## src/rtl/cpu_ctrl_pkg.sv

```systemverilog
// cpu_ctrl_pkg
// Shared definitions for the LEGv8 main decoder:
//   - 11-bit opcode constants with the prefix mask that each one is matched under
//   - ALU_cntrl encodings
//   - ctrl_t, the packed control word that the decoder fills in
//   - op_match(), the masked-prefix compare that the decoder uses
package cpu_ctrl_pkg;

  // ALU operation codes carried on ALU_cntrl.
  localparam logic [2:0] ALU_PASSB = 3'b000;
  localparam logic [2:0] ALU_ADD   = 3'b010;
  localparam logic [2:0] ALU_SUB   = 3'b011;
  localparam logic [2:0] ALU_AND   = 3'b100;
  localparam logic [2:0] ALU_OR    = 3'b101;
  localparam logic [2:0] ALU_XOR   = 3'b110;

  // Prefix masks. A set bit takes part in the compare.
  localparam logic [10:0] MASK_FULL = 11'b111_1111_1111;  // R/D formats
  localparam logic [10:0] MASK_I10  = 11'b111_1111_1110;  // I format (ADDI)
  localparam logic [10:0] MASK_CB8  = 11'b111_1111_1000;  // CB format
  localparam logic [10:0] MASK_B6   = 11'b111_1110_0000;  // B format

  // Opcode values. Bits outside the mask are zero.
  localparam logic [10:0] OP_ADDI  = 11'b100_1000_1000;
  localparam logic [10:0] OP_ADDS  = 11'b101_0101_1000;
  localparam logic [10:0] OP_SUBS  = 11'b111_0101_1000;
  localparam logic [10:0] OP_LDUR  = 11'b111_1100_0010;
  localparam logic [10:0] OP_STUR  = 11'b111_1100_0000;
  localparam logic [10:0] OP_B     = 11'b000_1010_0000;
  localparam logic [10:0] OP_BL    = 11'b100_1010_0000;
  localparam logic [10:0] OP_BR    = 11'b110_1011_0000;
  localparam logic [10:0] OP_CBZ   = 11'b101_1010_0000;
  localparam logic [10:0] OP_BCOND = 11'b010_1010_0000;
  localparam logic [10:0] OP_LSL   = 11'b110_1001_1011;
  localparam logic [10:0] OP_LSR   = 11'b110_1001_1010;

  // Full set of decode outputs, plus the flag-register load enable.
  typedef struct packed {
    logic       uncond_br;
    logic       branch;
    logic       branch_reg;
    logic       branch_link;
    logic       reg2loc;
    logic       alu_src;
    logic       imm;
    logic       alu_sh;
    logic       shift_dirn;
    logic       mem_to_reg;
    logic       mem_write;
    logic       mem_read;
    logic       reg_write;
    logic       alu_on;
    logic       set_flags;
    logic [2:0] alu_cntrl;
    logic       flag_we;
  } ctrl_t;

  function automatic logic op_match(input logic [10:0] op,
                                    input logic [10:0] value,
                                    input logic [10:0] mask);
    return (op & mask) == value;
  endfunction

endpackage

```

## src/rtl/cpu_flag_reg.sv

```systemverilog
// cpu_flag_reg
// 4-bit architectural condition-flag register with load enable and
// synchronous active-high reset. Reset has priority over the load.
// Ports:
//   clk  in  rising-edge clock
//   rst  in  synchronous active-high reset, clears q
//   en   in  load enable
//   d    in  [3:0] next flags {carry, zero, overflow, negative}
//   q    out [3:0] stored flags
module cpu_flag_reg (
  input  logic       clk,
  input  logic       rst,
  input  logic       en,
  input  logic [3:0] d,
  output logic [3:0] q
);

  // NOTE: state registers use non-blocking (<=) so every flop samples
  // pre-edge values; blocking here would create simulation order races.
  always_ff @(posedge clk) begin
    if (rst)
      q <= 4'b0000;
    else if (en)
      q <= d;
  end

endmodule

```

## src/rtl/cpu_ctrl_decode.sv

```systemverilog
// cpu_ctrl_decode
// Main instruction decoder and ALU control for the single-cycle LEGv8 CPU,
// plus the condition-flag register consulted by conditional branches.
// Optional feature macro: CPU_CTRL_SHIFT_EN enables LSL/LSR decode; when it
// is undefined those opcodes decode as NOP and ALU_SH/shiftDirn are tied 0.
// Ports:
//   clk, rst                          clock, synchronous active-high reset
//   opcode[10:0]                      instruction[31:21]
//   carry_out, zero, overflow, negative   live ALU status
//   uncondBr, branch, branchReg, branchLink   PC/link selects
//   Reg2Loc, ALU_Src, Imm, ALU_SH, shiftDirn  datapath mux selects
//   memToReg, memWrite, memRead, RegWrite     memory / writeback enables
//   ALU_on, set_flags                 ALU in use / PC may consult flags
//   ALU_cntrl[2:0]                    ALU operation
//   flags[3:0]                        stored {carry, zero, overflow, negative}
module cpu_ctrl_decode
  import cpu_ctrl_pkg::*;
(
  input  logic        clk,
  input  logic        rst,
  input  logic [10:0] opcode,
  input  logic        carry_out,
  input  logic        zero,
  input  logic        overflow,
  input  logic        negative,
  output logic        uncondBr,
  output logic        branch,
  output logic        branchReg,
  output logic        branchLink,
  output logic        Reg2Loc,
  output logic        ALU_Src,
  output logic        Imm,
  output logic        ALU_SH,
  output logic        shiftDirn,
  output logic        memToReg,
  output logic        memWrite,
  output logic        memRead,
  output logic        RegWrite,
  output logic        ALU_on,
  output logic        set_flags,
  output logic [2:0]  ALU_cntrl,
  output logic [3:0]  flags
);

  ctrl_t ctrl;

  // First match wins; the if/else order is most specific prefix first.
  always_comb begin
    // NOTE: default the whole word before the chain so every path assigns
    // every field; a missing default would infer latches.
    ctrl = '0;
    if (rst) begin
      ctrl = '0;  // reset forces all decode outputs low
    end else if (op_match(opcode, OP_ADDS, MASK_FULL)) begin
      ctrl.reg_write = 1'b1;
      ctrl.reg2loc   = 1'b1;
      ctrl.alu_on    = 1'b1;
      ctrl.set_flags = 1'b1;
      ctrl.alu_cntrl = ALU_ADD;
      ctrl.flag_we   = 1'b1;
    end else if (op_match(opcode, OP_SUBS, MASK_FULL)) begin
      ctrl.reg_write = 1'b1;
      ctrl.reg2loc   = 1'b1;
      ctrl.alu_on    = 1'b1;
      ctrl.set_flags = 1'b1;
      ctrl.alu_cntrl = ALU_SUB;
      ctrl.flag_we   = 1'b1;
    end else if (op_match(opcode, OP_LDUR, MASK_FULL)) begin
      ctrl.reg_write  = 1'b1;
      ctrl.alu_src    = 1'b1;
      ctrl.mem_to_reg = 1'b1;
      ctrl.mem_read   = 1'b1;
      ctrl.alu_on     = 1'b1;
      ctrl.alu_cntrl  = ALU_ADD;
    end else if (op_match(opcode, OP_STUR, MASK_FULL)) begin
      // Reg2Loc stays 0 so port B reads Rd, the store data.
      ctrl.alu_src   = 1'b1;
      ctrl.mem_write = 1'b1;
      ctrl.alu_on    = 1'b1;
      ctrl.alu_cntrl = ALU_ADD;
    end else if (op_match(opcode, OP_BR, MASK_FULL)) begin
      ctrl.branch_reg = 1'b1;
`ifdef CPU_CTRL_SHIFT_EN
    end else if (op_match(opcode, OP_LSL, MASK_FULL)) begin
      ctrl.reg_write = 1'b1;
      ctrl.alu_sh    = 1'b1;
    end else if (op_match(opcode, OP_LSR, MASK_FULL)) begin
      ctrl.reg_write  = 1'b1;
      ctrl.alu_sh     = 1'b1;
      ctrl.shift_dirn = 1'b1;
`endif
    end else if (op_match(opcode, OP_ADDI, MASK_I10)) begin
      ctrl.reg_write = 1'b1;
      ctrl.alu_src   = 1'b1;
      ctrl.imm       = 1'b1;
      ctrl.alu_on    = 1'b1;
      ctrl.alu_cntrl = ALU_ADD;
    end else if (op_match(opcode, OP_CBZ, MASK_CB8)) begin
      // Reg2Loc = 0: the tested register sits in the Rt/Rd field.
      ctrl.branch    = 1'b1;
      ctrl.alu_on    = 1'b1;
      ctrl.set_flags = 1'b1;
      ctrl.alu_cntrl = ALU_PASSB;
    end else if (op_match(opcode, OP_BCOND, MASK_CB8)) begin
      ctrl.branch    = 1'b1;
      ctrl.set_flags = 1'b1;
    end else if (op_match(opcode, OP_B, MASK_B6)) begin
      ctrl.branch    = 1'b1;
      ctrl.uncond_br = 1'b1;
    end else if (op_match(opcode, OP_BL, MASK_B6)) begin
      // The link value passes through the ALU on operand B.
      ctrl.branch      = 1'b1;
      ctrl.uncond_br   = 1'b1;
      ctrl.branch_link = 1'b1;
      ctrl.reg_write   = 1'b1;
      ctrl.alu_on      = 1'b1;
      ctrl.alu_cntrl   = ALU_PASSB;
    end
  end

  assign uncondBr   = ctrl.uncond_br;
  assign branch     = ctrl.branch;
  assign branchReg  = ctrl.branch_reg;
  assign branchLink = ctrl.branch_link;
  assign Reg2Loc    = ctrl.reg2loc;
  assign ALU_Src    = ctrl.alu_src;
  assign Imm        = ctrl.imm;
  assign memToReg   = ctrl.mem_to_reg;
  assign memWrite   = ctrl.mem_write;
  assign memRead    = ctrl.mem_read;
  assign RegWrite   = ctrl.reg_write;
  assign ALU_on     = ctrl.alu_on;
  assign set_flags  = ctrl.set_flags;
  assign ALU_cntrl  = ctrl.alu_cntrl;

`ifdef CPU_CTRL_SHIFT_EN
  assign ALU_SH     = ctrl.alu_sh;
  assign shiftDirn  = ctrl.shift_dirn;
`else
  assign ALU_SH     = 1'b0;
  assign shiftDirn  = 1'b0;
  logic unused_shift;
  assign unused_shift = ctrl.alu_sh ^ ctrl.shift_dirn;
`endif

  cpu_flag_reg u_flag_reg (
    .clk (clk),
    .rst (rst),
    .en  (ctrl.flag_we),
    .d   ({carry_out, zero, overflow, negative}),
    .q   (flags)
  );

endmodule

```

## config.mk

```make
export PLATFORM = sky130hd
export DESIGN_NAME = cpu_ctrl_decode
export DESIGN_NICKNAME = d
export VERILOG_FILES = /design/src/rtl/cpu_ctrl_pkg.sv /design/src/rtl/cpu_flag_reg.sv /design/src/rtl/cpu_ctrl_decode.sv
export SDC_FILE = /design/constraint.sdc
export NUM_CORES = 1
export LEC_CHECK = 0
export ABC_AREA = 1
export BUFFER_PORTS_ARGS = -buffer_cell sky130_fd_sc_hd__buf_2
export CORE_MARGIN = 2
export CORE_UTILIZATION = 43
export DETAILED_ROUTE_END_ITERATION = 12
export HOLD_SLACK_MARGIN = 0.12
export PLACE_DENSITY = 0.91
export SLEW_MARGIN = 0
export SYNTH_ARGS = -nofsm -noshare
export SYNTH_HDL_FRONTEND = slang
export SYNTH_SLANG_ARGS = --single-unit
```

## constraint.sdc

```tcl
create_clock -name clk -period 2.7 [get_ports clk]
set_input_delay 0.54 -clock clk [delete_from_list [all_inputs] [get_ports clk]]
set_output_delay 0.54 -clock clk [all_outputs]
set_load 0.005 [all_outputs]
```

==> results of run 1 <==
[metal layers]
layer,vias to the layer above,GRT usage
met4,0,0.09167
li1,406,-
met3,4,0.05556
met2,37,0.3294
met1,325,0.2647
met5,-,0
[cell families (layout without fill, tap and decap cells)]
logic type | count (synthesis) | count (layout)
DFF | 4 | 4
AOI/OAI and AO/OA | 2 | 2
buffers and inverters | 23 | 57
and+or+nand+nor | 84 | 84
other | 1 | 3
[critical path: cells and delay by family]
family                 cells  cell delay, ps
AND/OR/NAND/NOR            7             680
buffers and inverters      3             290
[power groups by stage]
stage / Sequential, mW / Combinational [mW] / Clock (mW)
global route: 0.0594 / 0.0566 / 0.0834
detailed placement: 0.0604 / 0.0492 / 0
CTS: 0.0594 / 0.0493 / 0.0786
finish: 0.0594 / 0.0500 / 0.0765
global placement: 0.0604 / 0.0471 / 0
floorplan: 0.0604 / 0.0297 / 0
[layout make-up]
| cell class | instances | area [um2] |
|---|---|---|
| Timing Repair Buffer | 35 | 175.2 |
| Fill cell | 114 | 505.5 |
| Tap cell | 15 | 18.77 |
| Clock buffer | 3 | 22.52 |
| Inverter | 19 | 71.32 |
| Sequential cell | 4 | 80.08 |
| Multi-Input combinational cell | 89 | 395.4 |
[layout by cell type, fill, tap and decap left out, drive strengths merged]
master  instances
conb            3
nand2          48
buf            35
inv            18
a31oi           1
clkinv          1
o21ai           1
dfxtp           4
nor2           24
nor3            3
nand4           1
clkbuf          3
nand3           8
[stage by stage]
stage | cell area (um2) | hold slack [ps] | total power, mW | cells
after floorplan | 576.8 | 441.4 | 0.09007 | 116
after global placement | 740.7 | 431.5 | 0.1075 | 162
after detailed placement | 740.7 | 426.5 | 0.1096 | 162
after CTS | 763.2 | 436.2 | 0.1874 | 165
after global routing | 763.2 | 455.4 | 0.1993 | 165
final | 763.2 | 434.6 | 0.1859 | 165
[worst max-delay path by stage]
stage | endpoint | slack (ps) | cells past startpoint
after detailed placement | branchLink | 660 | 10
after global routing | branchLink | 540 | 10
final | branchLink | 640 | 10
after CTS | branchLink | 660 | 10
after floorplan | memToReg | 980 | 6
after global placement | ALU_on | 730 | 10
==> flow_summary.yaml, run 1 <==
pwr:
  leakage_nw: 0.5311
  clock_power_share: 0.411
  combinationalPowerShare: 0.269
  power.density_cell_area_nw_per_um2: 243.6
  power.switching_mw: 0.05886
  vdd_drop_max_mv: 0.2631
  power.internal_mw: 0.1271
  sequential_cell_fraction_of_total_power: 0.320
  sw_frac_of_total: 0.3166
synthesis:
  syn_area_per_cell_um2: 4.994
  synth.top_cells.by_area: "sky130_fd_sc_hd__nand2_1 (29%), sky130_fd_sc_hd__dfxtp_1 (14%), sky130_fd_sc_hd__nor2_1 (13%), sky130_fd_sc_hd__inv_1 (9.9%), sky130_fd_sc_hd__nand3_1 (6.2%)"
  synth_cell_type_count: 17
  yosys-mux-area-fraction: 0
  synth-edff-count: 0
  syn-instance-count: 114
  synth.top_cells.by_count: "sky130_fd_sc_hd__nand2_1 (44), sky130_fd_sc_hd__nor2_1 (20), sky130_fd_sc_hd__inv_1 (15)"
  post-synth-top-count-cell: "sky130_fd_sc_hd__nand2_1"
  fraction_of_the_mapped_netlist_area_in_adder_cells: 0
  post_synth_and_or_nand_nor_area_fraction: 0.6549
  async_flop_share: 0
  primary_flip_flop_cell_chosen_by_synthesis_mapping: "sky130_fd_sc_hd__dfxtp_1"
  ys_warn_count: 0
  synth_top_area_frac: 0.2901
  syn-cell-area_um2: 569.3
  postSynthRegisterBits: 4
  synth_compound_area_frac: 0.01978
  synth_sequential_area_ratio: 0.1407
  post-synth-top-area-cell: "sky130_fd_sc_hd__nand2_1"
  synthXorXnorAreaFrac: 0
  synth_top_family_by_area: "simple AND/OR/NAND/NOR gates"
setup_path:
  cp.arrival_ps: 1520
  worst-endpoint-required_ps: 2160
  critPathCaptureType: "output port"
  worst-r2r-cell-count: 2
  critPathKind: "in2out"
  timing.critical_path.slowest_cell_delay_ps: 160
  rr_startpoint: "u_flag_reg.q[1]"
  cpMostUsedCell: "sky130_fd_sc_hd__nand2_1"
  critical_path.max_fanout: 4
  r2r_setup_slack_ps: 2180
  crit_start: "opcode[4]"
  critPathLaunchType: "input pin"
  worstPathCellList: "buf_2, nor2_1, nand2_1, nor2_2, nand2_1, nand2_1, inv_1, nand2_1, nor2_1, buf_2"
  crit_path_top_delay_cell: "sky130_fd_sc_hd__nor2_1"
  r2r-end: "u_flag_reg.q[1]"
detailed_routing:
  ant_nets: 0
  avgViaCountPerCell: 4.679
  met3_wl_post_dr_um: 102
  route.detailed.wl_per_inst_um: 9.473
  top_layer: "met4"
  vias: 772
  detailedRoute.firstPassIterationCount: 4
  detailedRoute.firstIterationViolations: 16
  met1Wirelength_um: 643
  routed-wl-met2_um: 793
  wirelength_mm: 1.563
  drc_violation_count_after_routing: 0
floorplan:
  floorplan.rows: 13
  core-area_um2: 1269
  io-pin-count: 39
  start_util: 0.4487
  fp.dieArea_um2: 1631
  fp.dieH_um: 40.39
  die_w_um: 40.39
sta:
  finalSetupViolations: 0
  final.setup_skew_ps: 0
  achievable-frequency_ghz: 0.4850
  maxSlewViolCount: 0
  timing.final.ws_setup_ps: 638.3
  rsz0062_at_grt: "false"
  final.period_utilization: 0.7636
  final.min_clock_period_ps: 2062
  setup_tns_ps: 0
  final_hold_viol_count: 0
cts:
  numCtsBuffers: 3
  number_of_hold_repair_buffers_added_at_the_cts_stage: 0
  cts_max_path_buffers: 2
  clock_insertion_delay_worst_skew_ps: 240
  clkSinkCount: 4
  cts.htree.levels: 1
  cts.clk_slew.worst_paths_ps: 30
  tritoncts_clock_tree: "built"
  postCtsResizedCells: 0
  clk_root_buffer_cell: "sky130_fd_sc_hd__clkbuf_4"
  post_cts.repair.setup_buffers: 0
layout:
  area.growth.synth_to_final_pct: 34.07
  final_util: 0.6016
  flip_flop_count_of_the_largest_register_after_layout: 4
  largest_register: "u_flag_reg.q"
  largest_registers: "u_flag_reg.q (4)"
  drive_above_1_share: 0.3400
  design.final.nets: 169
  insertedDiodeCount: 0
global_routing:
  globalRouteOverflowTotal: 0
  maximum_number_of_pins_on_one_net_before_global_route_repair: 7
  antenna_violations_before_repair: 0
  grt_pass1_wl_mm: 2.346
  grt.total_usage: 0.2098
  first_global_vias: 616
min_path:
  hold_class: "reg2reg"
  min_delay_worst_endpoint: "u_flag_reg.q[3]"
  min_from: "u_flag_reg.q[3]"
  holdPathStages: 2
run:
  drv.max_cap_violation_count: 0
placement:
  place_worst_setup_slack_ps: 656.4
  finalWeightedCongestion: 0.8900
  detailed_place_hpwl_mm: 1.329
  numPortBuffers: 35
run_status:
  status: "complete, no violations"
(Power assumes the default switching activity.)
==> run 2: changes to the inputs <==
--- a/config.mk
+++ b/config.mk
@@ -8,10 +8,10 @@
 export ABC_AREA = 1
 export BUFFER_PORTS_ARGS = -buffer_cell sky130_fd_sc_hd__buf_2
 export CORE_MARGIN = 2
-export CORE_UTILIZATION = 43
+export CORE_UTILIZATION = 40
 export DETAILED_ROUTE_END_ITERATION = 12
 export HOLD_SLACK_MARGIN = 0.12
-export PLACE_DENSITY = 0.91
+export PLACE_DENSITY = 0.86
 export SLEW_MARGIN = 0
 export SYNTH_ARGS = -nofsm -noshare
 export SYNTH_HDL_FRONTEND = slang
==> constraint.sdc (replaced) <==
create_clock -name clk -period 2.1 [get_ports clk]
set_input_delay 0.42 -clock clk [delete_from_list [all_inputs] [get_ports clk]]
set_output_delay 0.42 -clock clk [all_outputs]
set_load 0.005 [all_outputs]
==> run 2 against run 1 <==
Critical path depth is the same. Global-route usage shrank 3.9 points. Largest power group unchanged. Cell area is the same. Sequential power grew 29%. Cell count is the same. Critical path type unchanged. Count of clock-buffer cells in the layout is the same.
==> flow_summary.yaml, run 2 (synthesized netlist as in run 1, its figures left out) <==
sta:
  finalSetupViolations: 0
  final.setup_skew_ps: 0
  fin_worst_hold_slack_ps: 372.5
  setup_tns_ps: 0
  rsz0062_at_grt: "false"
  final_hold_viol_count: 0
  final.period_utilization: 0.8467
  timing.final.ws_setup_ps: 321.9
  final.min_clock_period_ps: 1778
  maxSlewViolCount: 0
  achievable-frequency_ghz: 0.5624
cts:
  postCtsResizedCells: 0
  tritoncts_clock_tree: "built"
  cts_max_path_buffers: 2
  cts.htree.levels: 1
  clk_root_buffer_cell: "sky130_fd_sc_hd__clkbuf_4"
  post_cts.repair.setup_buffers: 0
  numCtsBuffers: 3
  number_of_hold_repair_buffers_added_at_the_cts_stage: 0
  clkSinkCount: 4
  cts.clk_slew.worst_paths_ps: 40
  clock_insertion_delay_worst_skew_ps: 240
pwr:
  leakage_nw: 0.5311
  clock_power_share: 0.412
  vdd_drop_max_mv: 0.2735
  power.internal_mw: 0.1633
  sw_frac_of_total: 0.3118
  combinationalPowerShare: 0.266
  power.density_cell_area_nw_per_um2: 310.9
  power.switching_mw: 0.07399
  sequential_cell_fraction_of_total_power: 0.322
global_routing:
  first_global_vias: 622
  globalRouteOverflowTotal: 0
  grt.total_usage: 0.1708
  grt_pass1_wl_mm: 2.415
  antenna_violations_before_repair: 0
  maximum_number_of_pins_on_one_net_before_global_route_repair: 7
detailed_routing:
  ant_nets: 0
  wirelength_mm: 1.495
  route.detailed.wl_per_inst_um: 9.061
  detailedRoute.firstIterationViolations: 19
  avgViaCountPerCell: 4.570
  detailedRoute.firstPassIterationCount: 4
  drc_violation_count_after_routing: 0
  vias: 754
setup_path:
  critPathLaunchType: "input pin"
  cp.arrival_ps: 1360
  worst-endpoint-required_ps: 1680
  critPathCaptureType: "output port"
  critical_path.max_fanout: 6
  critPathKind: "in2out"
floorplan:
  die_w_um: 41.73
  fp.dieArea_um2: 1741
  fp.dieH_um: 41.73
  io-pin-count: 39
  core-area_um2: 1318
  floorplan.rows: 13
  start_util: 0.4321
layout:
  design.final.nets: 169
  flip_flop_count_of_the_largest_register_after_layout: 4
  insertedDiodeCount: 0
  final_common_cell: "sky130_fd_sc_hd__nand2_1"
  area.growth.synth_to_final_pct: 34.07
  largest_registers: "u_flag_reg.q (4)"
  drive_above_1_share: 0.3400
  multiInputGateArea_um2: 395.4
  final_cell_mix: "sky130_fd_sc_hd__nand2_1 (44), sky130_fd_sc_hd__buf_2 (35), sky130_fd_sc_hd__nor2_1 (20)"
  n_fill_cell: 143
  largest_register: "u_flag_reg.q"
  layout.cells.non_filler: 165
  seqCellArea_um2: 80.08
placement:
  detailed_place_hpwl_mm: 1.288
  place_worst_setup_slack_ps: 320.1
  numPlacedInstances: 162
  finalWeightedCongestion: 0.8649
  numPortBuffers: 35
run:
  drv.max_cap_violation_count: 0
run_status:
  status: "complete, no violations"
min_path:
  hold_class: "in2reg"
## run 2: cell counts in the layout (fill, tap and decap cells not counted)
Identical to the previous run, type by type.
## run 2: routing by layer
| layer | global-route usage | wire length [um] | vias to the layer above |
|---|---|---|---|
| li1 | - | - | 405 |
| met1 | 0.2245 | 665 | 321 |
| met2 | 0.2750 | 747 | 28 |
| met3 | 0.05217 | 82 | 0 |
| met4 | 0.03226 | 0 | 0 |
| met5 | 0 | 0 | - |
## run 2: final cells by class
cell class / instances / area share
clock buffer: 3 / 0.02951
inverter: 19 / 0.09344
multi-input combinational: 89 / 0.5180
sequential: 4 / 0.1049
tap: 15 / 0.02459
timing repair buffer: 35 / 0.2295
## run 2: stage by stage
stage	power [mW]	util	cell area, um2
floorplan	0.1158	-	576.8
global placement	0.1384	0.5622	740.7
detailed placement	0.1404	0.5622	740.7
CTS	0.2382	0.5793	763.2
global route	0.2530	0.5793	763.2
finish	0.2373	0.5793	763.2
## run 2: worst paths after layout
kind         slack [ps]  cells after the start              end            start
max                 320                     10           ALU_on        opcode[2]
min                 370                      3  u_flag_reg.q[1]         overflow
max reg2reg        1590                      2  u_flag_reg.q[1]  u_flag_reg.q[1]
min reg2reg         440                      2  u_flag_reg.q[3]  u_flag_reg.q[3]
## run 2: power by group through the flow
| stage | sequential (mW) | clock [mW] | combinational, mW |
|---|---|---|---|
| 2_1_floorplan | 0.0776 | 0 | 0.0382 |
| 3_3_place_gp | 0.0776 | 0 | 0.0607 |
| 3_5_place_dp | 0.0776 | 0 | 0.0628 |
| 4_1_cts | 0.0764 | 0.0988 | 0.0629 |
| 5_1_grt | 0.0763 | 0.105 | 0.0714 |
| 6_report | 0.0765 | 0.0977 | 0.0632 |
## run 2: worst max-delay path, cell delays in order
cell and delay, ps:
sky130_fd_sc_hd__buf_2 100, sky130_fd_sc_hd__inv_1 80, sky130_fd_sc_hd__nand2_2 80, sky130_fd_sc_hd__nor2_4 130
sky130_fd_sc_hd__nand3_2 110, sky130_fd_sc_hd__nand2_2 100, sky130_fd_sc_hd__inv_2 70, sky130_fd_sc_hd__nand2_2 80
sky130_fd_sc_hd__nand3_1 60, sky130_fd_sc_hd__buf_2 130
